<file path="config.mk">
export PLATFORM = sky130hd
export DESIGN_NAME = alarm_trigger_flat
export DESIGN_NICKNAME = d
export VERILOG_FILES = /design/src/rtl/clock_pkg.sv /design/src/rtl/alarm_trigger_if.sv /design/src/rtl/tone_gen.sv /design/src/rtl/alarm_trigger.sv /design/src/flat_wrapper.sv
export SDC_FILE = /design/constraint.sdc
export NUM_CORES = 1
export LEC_CHECK = 0
export BUFFER_PORTS_ARGS = -buffer_cell sky130_fd_sc_hd__buf_2
export CAP_MARGIN = 20
export CORE_UTILIZATION = 40
export CTS_CLUSTER_SIZE = 14
export DETAILED_ROUTE_END_ITERATION = 8
export PLACE_DENSITY = 0.64
export SYNTH_ARGS = -nofsm -noshare
export SYNTH_HDL_FRONTEND = slang
export SYNTH_SLANG_ARGS = --single-unit
</file>
<file path="constraint.sdc">
create_clock -name CLK100MHZ -period 1.85 [get_ports CLK100MHZ]
set_clock_uncertainty 0.2 [all_clocks]
set_input_delay 0.2775 -clock CLK100MHZ [delete_from_list [all_inputs] [get_ports CLK100MHZ]]
set_output_delay 0.2775 -clock CLK100MHZ [all_outputs]
set_load 0.03 [all_outputs]
</file>
<file path="src/rtl/clock_pkg.sv">
// Shared alarm/clock definitions: alarm state encoding, BCD digit width, default clock rate.
package clock_pkg;

  localparam int BCD_W          = 4;
  localparam int DEFAULT_CLK_HZ = 100_000_000;

  typedef enum logic [1:0] {
    DISARMED = 2'd0,
    ARMED    = 2'd1,
    RINGING  = 2'd2,
    SNOOZE   = 2'd3
  } state_e;

  function automatic int max_int(input int a, input int b);
    return (a > b) ? a : b;
  endfunction

endpackage

</file>
<file path="src/rtl/alarm_trigger_if.sv">
// Bundle of time/alarm digits, user controls and ring indicators between the clock logic and alarm_trigger.
interface alarm_trigger_if;
  import clock_pkg::*;

  logic [BCD_W-1:0] time_hourten;
  logic [BCD_W-1:0] time_hour;
  logic [BCD_W-1:0] time_minten;
  logic [BCD_W-1:0] time_min;
  logic [BCD_W-1:0] alarm_hourten;
  logic [BCD_W-1:0] alarm_hour;
  logic [BCD_W-1:0] alarm_minten;
  logic [BCD_W-1:0] alarm_min;
  logic             alarm_mode;
  logic             alarm_enable;
  logic             sec_tick;
  logic             dismiss;
  logic             snooze;
  logic             armed;
  logic             ringing;
  logic             snooze_active;
  logic             buzzer;
  logic             alarm_led;

  modport master (
    output time_hourten, time_hour, time_minten, time_min,
    output alarm_hourten, alarm_hour, alarm_minten, alarm_min,
    output alarm_mode, alarm_enable, sec_tick, dismiss, snooze,
    input  armed, ringing, snooze_active, buzzer, alarm_led
  );

  modport slave (
    input  time_hourten, time_hour, time_minten, time_min,
    input  alarm_hourten, alarm_hour, alarm_minten, alarm_min,
    input  alarm_mode, alarm_enable, sec_tick, dismiss, snooze,
    output armed, ringing, snooze_active, buzzer, alarm_led
  );

endinterface

</file>
<file path="src/rtl/tone_gen.sv">
// Free-running buzzer square wave; toggles every CLK_HZ/(2*TONE_HZ) clocks.
module tone_gen
  import clock_pkg::*;
#(
  parameter int CLK_HZ  = DEFAULT_CLK_HZ,
  parameter int TONE_HZ = 2000
) (
  input  logic CLK100MHZ,
  input  logic CPU_RESETN,
  output logic tone
);

  localparam int HALF   = CLK_HZ / (2 * TONE_HZ);
  localparam int HALF_W = (HALF > 1) ? $clog2(HALF) : 1;
  localparam logic [HALF_W-1:0] HALF_LAST = HALF_W'(HALF - 1);

  logic [HALF_W-1:0] half_cnt_r;
  logic              tone_r;

  // Half-period counter and toggle flop
  always_ff @(posedge CLK100MHZ or negedge CPU_RESETN) begin
    if (!CPU_RESETN) begin
      half_cnt_r <= {HALF_W{1'b0}};
      tone_r     <= 1'b0;
    end else if (half_cnt_r == HALF_LAST) begin
      half_cnt_r <= {HALF_W{1'b0}};
      tone_r     <= ~tone_r;
    end else begin
      half_cnt_r <= half_cnt_r + HALF_W'(1);
      tone_r     <= tone_r;
    end
  end

  assign tone = tone_r;

endmodule

</file>
<file path="src/rtl/alarm_trigger.sv">
// Alarm ring controller: rings on the start of a matching minute until dismissed, snoozed or timed out.
// Optional snooze support is built when ALARM_SNOOZE_EN is defined.
module alarm_trigger
  import clock_pkg::*;
#(
  parameter int CLK_HZ         = DEFAULT_CLK_HZ,
  parameter int TONE_HZ        = 2000,
  parameter int RING_TIMEOUT_S = 60,
  parameter int SNOOZE_S       = 300
) (
  input logic      CLK100MHZ,
  input logic      CPU_RESETN,
  alarm_trigger_if.slave bus
);

`ifdef ALARM_SNOOZE_EN
  localparam int CNT_MAX = max_int(RING_TIMEOUT_S, SNOOZE_S);
`else
  localparam int CNT_MAX = RING_TIMEOUT_S;
`endif
  localparam int CNT_W = $clog2(CNT_MAX + 1);
  localparam logic [CNT_W-1:0] RING_LAST = CNT_W'(RING_TIMEOUT_S - 1);

  state_e           state_r;
  state_e           state_next_s;
  logic             match_s;
  logic             match_q_r;
  logic             match_rise_r;
  logic             dismiss_q_r;
  logic             dismiss_rise_s;
  logic             snooze_rise_s;
  logic [CNT_W-1:0] sec_cnt_r;
  logic             cadence_r;
  logic             tone_s;

  assign match_s = (bus.time_hourten == bus.alarm_hourten) &&
                   (bus.time_hour    == bus.alarm_hour)    &&
                   (bus.time_minten  == bus.alarm_minten)  &&
                   (bus.time_min     == bus.alarm_min);

  // match_q resets high so a time already equal to the alarm never looks like a fresh edge
  always_ff @(posedge CLK100MHZ or negedge CPU_RESETN) begin
    if (!CPU_RESETN) begin
      match_q_r    <= 1'b1;
      match_rise_r <= 1'b0;
      dismiss_q_r  <= 1'b1;
    end else begin
      match_q_r    <= match_s;
      match_rise_r <= match_s & ~match_q_r & ~bus.alarm_mode;
      dismiss_q_r  <= bus.dismiss;
    end
  end

  assign dismiss_rise_s = bus.dismiss & ~dismiss_q_r;

`ifdef ALARM_SNOOZE_EN
  localparam logic [CNT_W-1:0] SNOOZE_LAST = CNT_W'(SNOOZE_S - 1);
  logic snooze_q_r;

  // Snooze button edge register
  always_ff @(posedge CLK100MHZ or negedge CPU_RESETN) begin
    if (!CPU_RESETN) begin
      snooze_q_r <= 1'b1;
    end else begin
      snooze_q_r <= bus.snooze;
    end
  end

  assign snooze_rise_s = bus.snooze & ~snooze_q_r;
`else
  logic unused_snooze_s;
  assign unused_snooze_s = bus.snooze ^ (SNOOZE_S < 0);
  assign snooze_rise_s   = 1'b0;
`endif

  // Next-state logic; disable beats dismiss beats snooze beats the seconds timeout
  always_comb begin
    state_next_s = state_r;
    if (!bus.alarm_enable) begin
      state_next_s = DISARMED;
    end else begin
      case (state_r)
        DISARMED: state_next_s = ARMED;
        ARMED: begin
          if (match_rise_r) begin
            state_next_s = RINGING;
          end else begin
            state_next_s = ARMED;
          end
        end
        RINGING: begin
          if (dismiss_rise_s) begin
            state_next_s = ARMED;
          end else if (snooze_rise_s) begin
            state_next_s = SNOOZE;
          end else if (bus.sec_tick && (sec_cnt_r == RING_LAST)) begin
            state_next_s = ARMED;
          end else begin
            state_next_s = RINGING;
          end
        end
`ifdef ALARM_SNOOZE_EN
        SNOOZE: begin
          if (dismiss_rise_s) begin
            state_next_s = ARMED;
          end else if (bus.sec_tick && (sec_cnt_r == SNOOZE_LAST)) begin
            state_next_s = RINGING;
          end else begin
            state_next_s = SNOOZE;
          end
        end
`endif
        default: state_next_s = DISARMED;
      endcase
    end
  end

  // State register
  always_ff @(posedge CLK100MHZ or negedge CPU_RESETN) begin
    if (!CPU_RESETN) begin
      state_r <= DISARMED;
    end else begin
      state_r <= state_next_s;
    end
  end

  // Seconds counter and LED cadence restart on every state entry
  always_ff @(posedge CLK100MHZ or negedge CPU_RESETN) begin
    if (!CPU_RESETN) begin
      sec_cnt_r <= {CNT_W{1'b0}};
      cadence_r <= 1'b0;
    end else if (state_next_s != state_r) begin
      sec_cnt_r <= {CNT_W{1'b0}};
      cadence_r <= 1'b0;
    end else if (bus.sec_tick) begin
      sec_cnt_r <= sec_cnt_r + CNT_W'(1);
      cadence_r <= (state_r == RINGING) ? ~cadence_r : cadence_r;
    end else begin
      sec_cnt_r <= sec_cnt_r;
      cadence_r <= cadence_r;
    end
  end

  tone_gen #(
    .CLK_HZ  (CLK_HZ),
    .TONE_HZ (TONE_HZ)
  ) u_tone_gen (
    .CLK100MHZ  (CLK100MHZ),
    .CPU_RESETN (CPU_RESETN),
    .tone       (tone_s)
  );

  // Outputs decode only flops, so reset clears them without a clock edge
  assign bus.armed     = (state_r != DISARMED);
  assign bus.ringing   = (state_r == RINGING);
  assign bus.alarm_led = bus.ringing & cadence_r;
  assign bus.buzzer    = bus.ringing & ~cadence_r & tone_s;
`ifdef ALARM_SNOOZE_EN
  assign bus.snooze_active = (state_r == SNOOZE);
`else
  assign bus.snooze_active = 1'b0;
`endif

endmodule
</file>
<file path="src/flat_wrapper.sv">
// flat-port wrapper written by rule: the top's interface ports become plain ports
module alarm_trigger_flat import clock_pkg::*;
#(
  parameter int CLK_HZ         = DEFAULT_CLK_HZ,
  parameter int TONE_HZ        = 2000,
  parameter int RING_TIMEOUT_S = 60,
  parameter int SNOOZE_S       = 300
)
  (CLK100MHZ, CPU_RESETN, bus_time_hourten, bus_time_hour, bus_time_minten, bus_time_min, bus_alarm_hourten, bus_alarm_hour, bus_alarm_minten, bus_alarm_min, bus_alarm_mode, bus_alarm_enable, bus_sec_tick, bus_dismiss, bus_snooze, bus_armed, bus_ringing, bus_snooze_active, bus_buzzer, bus_alarm_led);
  alarm_trigger_if bus_i ();
  input logic CLK100MHZ;
  input logic CPU_RESETN;
  input wire logic [$bits(bus_i.time_hourten)-1:0] bus_time_hourten;
  input wire logic [$bits(bus_i.time_hour)-1:0] bus_time_hour;
  input wire logic [$bits(bus_i.time_minten)-1:0] bus_time_minten;
  input wire logic [$bits(bus_i.time_min)-1:0] bus_time_min;
  input wire logic [$bits(bus_i.alarm_hourten)-1:0] bus_alarm_hourten;
  input wire logic [$bits(bus_i.alarm_hour)-1:0] bus_alarm_hour;
  input wire logic [$bits(bus_i.alarm_minten)-1:0] bus_alarm_minten;
  input wire logic [$bits(bus_i.alarm_min)-1:0] bus_alarm_min;
  input wire logic [$bits(bus_i.alarm_mode)-1:0] bus_alarm_mode;
  input wire logic [$bits(bus_i.alarm_enable)-1:0] bus_alarm_enable;
  input wire logic [$bits(bus_i.sec_tick)-1:0] bus_sec_tick;
  input wire logic [$bits(bus_i.dismiss)-1:0] bus_dismiss;
  input wire logic [$bits(bus_i.snooze)-1:0] bus_snooze;
  output wire logic [$bits(bus_i.armed)-1:0] bus_armed;
  output wire logic [$bits(bus_i.ringing)-1:0] bus_ringing;
  output wire logic [$bits(bus_i.snooze_active)-1:0] bus_snooze_active;
  output wire logic [$bits(bus_i.buzzer)-1:0] bus_buzzer;
  output wire logic [$bits(bus_i.alarm_led)-1:0] bus_alarm_led;
  assign bus_i.time_hourten = bus_time_hourten;
  assign bus_i.time_hour = bus_time_hour;
  assign bus_i.time_minten = bus_time_minten;
  assign bus_i.time_min = bus_time_min;
  assign bus_i.alarm_hourten = bus_alarm_hourten;
  assign bus_i.alarm_hour = bus_alarm_hour;
  assign bus_i.alarm_minten = bus_alarm_minten;
  assign bus_i.alarm_min = bus_alarm_min;
  assign bus_i.alarm_mode = bus_alarm_mode;
  assign bus_i.alarm_enable = bus_alarm_enable;
  assign bus_i.sec_tick = bus_sec_tick;
  assign bus_i.dismiss = bus_dismiss;
  assign bus_i.snooze = bus_snooze;
  assign bus_armed = bus_i.armed;
  assign bus_ringing = bus_i.ringing;
  assign bus_snooze_active = bus_i.snooze_active;
  assign bus_buzzer = bus_i.buzzer;
  assign bus_alarm_led = bus_i.alarm_led;
  alarm_trigger #(.CLK_HZ(CLK_HZ), .TONE_HZ(TONE_HZ), .RING_TIMEOUT_S(RING_TIMEOUT_S), .SNOOZE_S(SNOOZE_S)) u_core (.CLK100MHZ(CLK100MHZ), .CPU_RESETN(CPU_RESETN), .bus(bus_i));
endmodule
</file>
; ---- Word-level counts from Yosys, hierarchy flattened
; Index checks and enable logic that the tools add are counted.
[totals]
register_bits = 28
inputBits = 39
elab_cells = 50
[op_classes]
add_sub_neg = 2
n_eq_ne = 9
n_mux = 11
bitwise_logic = 11
n_reduce_logical = 9
[op_table]
columns = op, n
row1 = $eq 4x4->1, 4
row2 = $add 15x1->15 const B, 1
row3 = $eq 15x15->1 const B, 1
row4 = $mux 15, 1
row5 = $mux 6, 2
row6 = $mux 2, 4
row7 = $add 6x1->6 const B, 1
row8 = $and 1x1->1, 6
row9 = $eq 6x6->1 const B, 1
row10 = $pmux 2 s3, 1
row11 = $reduce_bool 2->1, 3
row12 = $not 1->1, 5
row13 = $logic_and 1x1->1, 4
row14 = $mux 1, 3
row15 = $eq 2x1->1 const B, 1
row16 = $eq 2x2->1 const B, 1
row17 = $logic_not 2->1, 1
row18 = $ne 2x2->1, 1
row19 = $reduce_and 2->1, 1

; ---- Longest topological paths before layout
[logic_depth]
depth_word = 9
ltp_mapped = 5
depth_no_buf = 5

; ---- By module
; A second synthesis with hierarchy kept.
[unflattened]
hier_cells = 140
area_unflattened_um2 = 1515.2
[by_module_without_submodules]
columns = mod, instances, cells_each, area_per_inst_um2, seq_area_each_um2
row1 = alarm_trigger, 1, 74, 778.2, 302.8
row2 = tone_gen, 1, 66, 737.0, 400.4

; ---- Worst setup path after synthesis
; Ideal clock, no wire load.
[synth_path]
path_kind = register to output
from = register u_core.state_r[0]
to = output port bus_buzzer
arrival_time_ps = 1382
required_time_ps = 1372
path_slack_ps = -10
stages_incl_launch_ff = 3
path_cell_list = dfrtp_1 nor2b_1 and3b_1
[synth_between]
elab_chain_len = 3
[synth_rtl]
columns = item, line_no
row1 = "start, declared", alarm_trigger.sv:24  ; state_e state_r;
row2 = "start signal, assigned", alarm_trigger.sv:123  ; state_r <= state_next_s;
row3 = $eq 2x2->1, alarm_trigger.sv:155  ; assign bus.ringing = (state_r == RINGING);
row4 = net bus_ringing, flat_wrapper.sv:27  ; output wire logic [$bits(bus_i.ringing)-1:0] bus_ringing;
row5 = $and 1x1->1 (2 in series), alarm_trigger.sv:157  ; assign bus.buzzer = bus.ringing & ~cadence_r & tone_s;
row6 = "end, declared", flat_wrapper.sv:29  ; output wire logic [$bits(bus_i.buzzer)-1:0] bus_buzzer;
; The timed path passes the listed nets, and every way through them passes these cells.

; ---- Worst setup path after layout
[layout_path]
from = register u_core.u_tone_gen.half_cnt_r[1]
to = register u_core.u_tone_gen.half_cnt_r[14]
[layout_between]
elab_chain_len = 2
[layout_rtl]
columns = item, line_no
row1 = "start, declared", tone_gen.sv:17  ; logic [HALF_W-1:0] half_cnt_r;
row2 = "start signal, assigned", tone_gen.sv:23  ; half_cnt_r <= {HALF_W{1'b0}};
row3 = "start signal, assigned", tone_gen.sv:26  ; half_cnt_r <= {HALF_W{1'b0}};
row4 = "start signal, assigned", tone_gen.sv:29  ; half_cnt_r <= half_cnt_r + HALF_W'(1);
row5 = $add 15x1->15 or $eq 15x15->1 (tied branches), "tone_gen.sv:29, tone_gen.sv:25"
row6 = $mux 15 (*), tone_gen.sv:25  ; end else if (half_cnt_r == HALF_LAST) begin
; Mark *: on every way between the ends. The rest lies on a longest branch, timed or not.
; A chain may end at the register's enable or synchronous reset.

==> flow_metrics.tcl <==
set metrics [dict create \
    r2r_cells 5 \
    antenna_found_initial 0 \
    antennaDiodeCount 0 \
    synth_top_area_frac 0.439 \
    syn_area_per_cell_um2 10.3 \
    grt_pass1_vias 1266 \
    ys_warn_count 0 \
    holdPathStages 4 \
    vias 1182 \
    cap_violations 0 \
    clock.fmax_mhz 556 \
    finalWorstSetupSlack_ns 0.0503 \
    setup-violations-final 0 \
    r2r-end "u_core.u_tone_gen.half_cnt_r[14]$_DFF_PN0_" \
    synth-seq-cells 28 \
    maxSlewHeadroom 0.602 \
    path_max_fanout 4 \
    fin_crit_ns 1.80 \
    cts_root_buf "clkbuf_8" \
    synthesis.nets 185 \
    grt-ovfl-total 0 \
    wl_mm 2.70 \
    drive_gt1_frac 0.332 \
    crit_arrival_ns 1.81 \
    ir_drop_uv 322 \
    max_stage_delay_ns 0.48 \
    dpl.hpwl_mm 2.12 \
    clk_path_buf_depth 2 \
    hp-start "bus_time_hour[0]" \
    p_int_mw 0.876 \
    crit_path_top_delay_cell "or4_4" \
    cp_data_required_time_ns 1.86 \
    cts.sinks 28 \
    synth_ff_type "dfrtp_1" \
    synth_area_mm2 0.00148 \
    die_y_um 62.9 \
    gp_congestion 0.816 \
    r2r_start "u_core.u_tone_gen.half_cnt_r[1]$_DFF_PN0_" \
    path_cells "ha_1 > nand3_1 > or2_4 > or4_4 > a21oi_2" \
    tritoncts "built" \
    p_sw_mw 0.247 \
    r2r_slack_ns 0.05 \
    pre_cts_ws_ns 0.0421 \
    fin_area_mm2 0.00188 \
    outcome "completed" \
    postRouteAntennaNets 0 \
    hold_violations 0 \
    min_path_type "primary input to flip-flop" \
    dp_cells 234 \
    cts_buffers 3 \
    ys_top_cells_by_area "dfrtp_1, xnor2_1, xor2_1" \
    synth_edf_count 0 \
    ys_types 35 \
    holdWs_ns 0.0466 \
    drt_iter0_markers 41 \
    grt_setup_unrepaired "true" \
    p_comb_frac 0.111 \
    async_reset_ff_frac 1.00 \
    grt_usage 0.160 \
    port_buffers 41 \
    power.density_mw_per_mm2 597 \
    drtPass1Iterations 3 \
    htreeDepth 1 \
    finalNonFillerCells 242 \
    synth_most_common_cell "dfrtp_1" \
    rows 21 \
    dieArea_mm2 0.00395 \
    path_class "flip-flop to flip-flop" \
    viasPerCell 4.88 \
    power_mw 1.12 \
    drv_slew 0 \
    synth.top_cells.by_count "dfrtp_1, xnor2_1, nor2_1" \
    yosys.area.top_type "dfrtp_1" \
    drc_errors 0 \
    ys_seq_area_frac 0.474 \
    placed_area_mm2 0.00177 \
    clkLatencyLatePin_ns 0.27 \
    p_leak_nw 0.868 \
    end_kind "flip-flop" \
    wl_per_cell_um 11.2 \
    grt_pass1_wl_mm 5.00 \
    path_clk_slew_ns 0.09 \
    hold_end "u_core.match_q_r$_DFF_PN1_" \
    initial_core_util 0.431 \
    coreArea_mm2 0.00344 \
    fin_nets 238 \
    chipWidth_um 62.9 \
    num_io_pins 44 \
    syn_to_final_growth_pct 26.8 \
    grt_max_degree 29 \
    switching_share 0.220 \
    startpoint_type "flip-flop" \
    p_seq_frac 0.557 \
    min_period_over_period 0.973 \
    power_frac_clock 0.332 \
    synth_cells 144 \
    worst_slew_pin_slew_ns 0.598 \
]
## power by group through the flow
stage                     Combinational (mW)  Sequential (mW)  Clock [mW]
final                                  0.125            0.626       0.373
after global routing                   0.139            0.627       0.418
after CTS                              0.127            0.626       0.381
after detailed placement               0.122            0.638           0
after global placement                 0.117            0.637           0
after floorplan                       0.0592            0.636           0
## through the flow
step | setup TNS, ns | util
floorplan | 0 | -
global placement | 0 | 0.515
detailed placement | 0 | 0.515
CTS | 0 | 0.540
global route | -0.0174 | 0.546
finish | 0 | 0.546
## cell usage in the layout, fill, tap and decap left out, types with 4 or more instances in the layout
cell	count
buf_4	6
nand2_1	5
inv_1	5
xnor2_1	24
xor2_1	11
buf_2	41
nand4_1	9
dfrtp_1	25
nor2_1	19
clkbuf_8	4
nand3_1	7
## critical path: cells and delay by family, from the launching register on
kind | cells | cell delay [ns]
fa+ha+maj | 1 | 0.17
compound gates | 1 | 0.15
simple gates | 3 | 0.84
flops | 1 | 0.38
## metal layers
layer,vias up,GRT usage,share of wire
li1,592,-,-
met5,-,0,0
met2,39,0.293,0.51
met4,0,0.0756,0.016
met3,4,0.0237,0.043
met1,547,0.179,0.43
## worst max-delay path by stage
| stage | to | start | depth (start not counted) |
|---|---|---|---|
| 2_1_floorplan | u_core.u_tone_gen.half_cnt_r[14]$_DFF_PN0_ | u_core.u_tone_gen.half_cnt_r[0]$_DFF_PN0_ | 5 |
| 3_3_place_gp | u_core.u_tone_gen.half_cnt_r[14]$_DFF_PN0_ | u_core.u_tone_gen.half_cnt_r[1]$_DFF_PN0_ | 5 |
| 3_5_place_dp | u_core.u_tone_gen.half_cnt_r[14]$_DFF_PN0_ | u_core.u_tone_gen.half_cnt_r[1]$_DFF_PN0_ | 5 |
| 4_1_cts | u_core.u_tone_gen.half_cnt_r[14]$_DFF_PN0_ | u_core.u_tone_gen.half_cnt_r[1]$_DFF_PN0_ | 5 |
| 5_1_grt | u_core.u_tone_gen.half_cnt_r[14]$_DFF_PN0_ | u_core.u_tone_gen.half_cnt_r[1]$_DFF_PN0_ | 5 |
| 6_report | u_core.u_tone_gen.half_cnt_r[14]$_DFF_PN0_ | u_core.u_tone_gen.half_cnt_r[1]$_DFF_PN0_ | 5 |
## registers in the layout, indices dropped and copies added (netlist names)
signal	count
u_core.cadence_r	1
u_core.dismiss_q_r	1
u_core.match_q_r	1
u_core.match_rise_r	1
u_core.sec_cnt_r	6
u_core.state_r	2
u_core.u_tone_gen.half_cnt_r	15
u_core.u_tone_gen.tone	1
## layout make-up
class                           instances  area (um2)
Sequential cell                        28         704
Timing Repair Buffer                   50         280
Fill cell                             298        1560
Clock buffer                            4        55.1
Tap cell                               46        57.6
Multi-Input combinational cell        109         764
Inverter                                5        18.8
## cell families (layout without fill, tap and decap cells)
logic type,after synthesis,in the layout,share of synthesized area
AOI/OAI and AO/OA,7,7,0.0338
xor gates and xnor gates,35,35,0.207
adders and majority gates,2,2,0.0169
buffers and inverters,7,59,0.0203
DFF,28,28,0.474
muxes,1,1,0.00675
other,1,1,0.00253
and+or+nand+nor,63,63,0.239
## what timing repair did
item,CTS,global route
hold endpoints to repair,28,0
gates resized for setup,0,3
hold buffers,3,0
setup endpoints to repair,0,3
setup buffers,0,1
No activity file was read; power rests on OpenSTA's default activity.
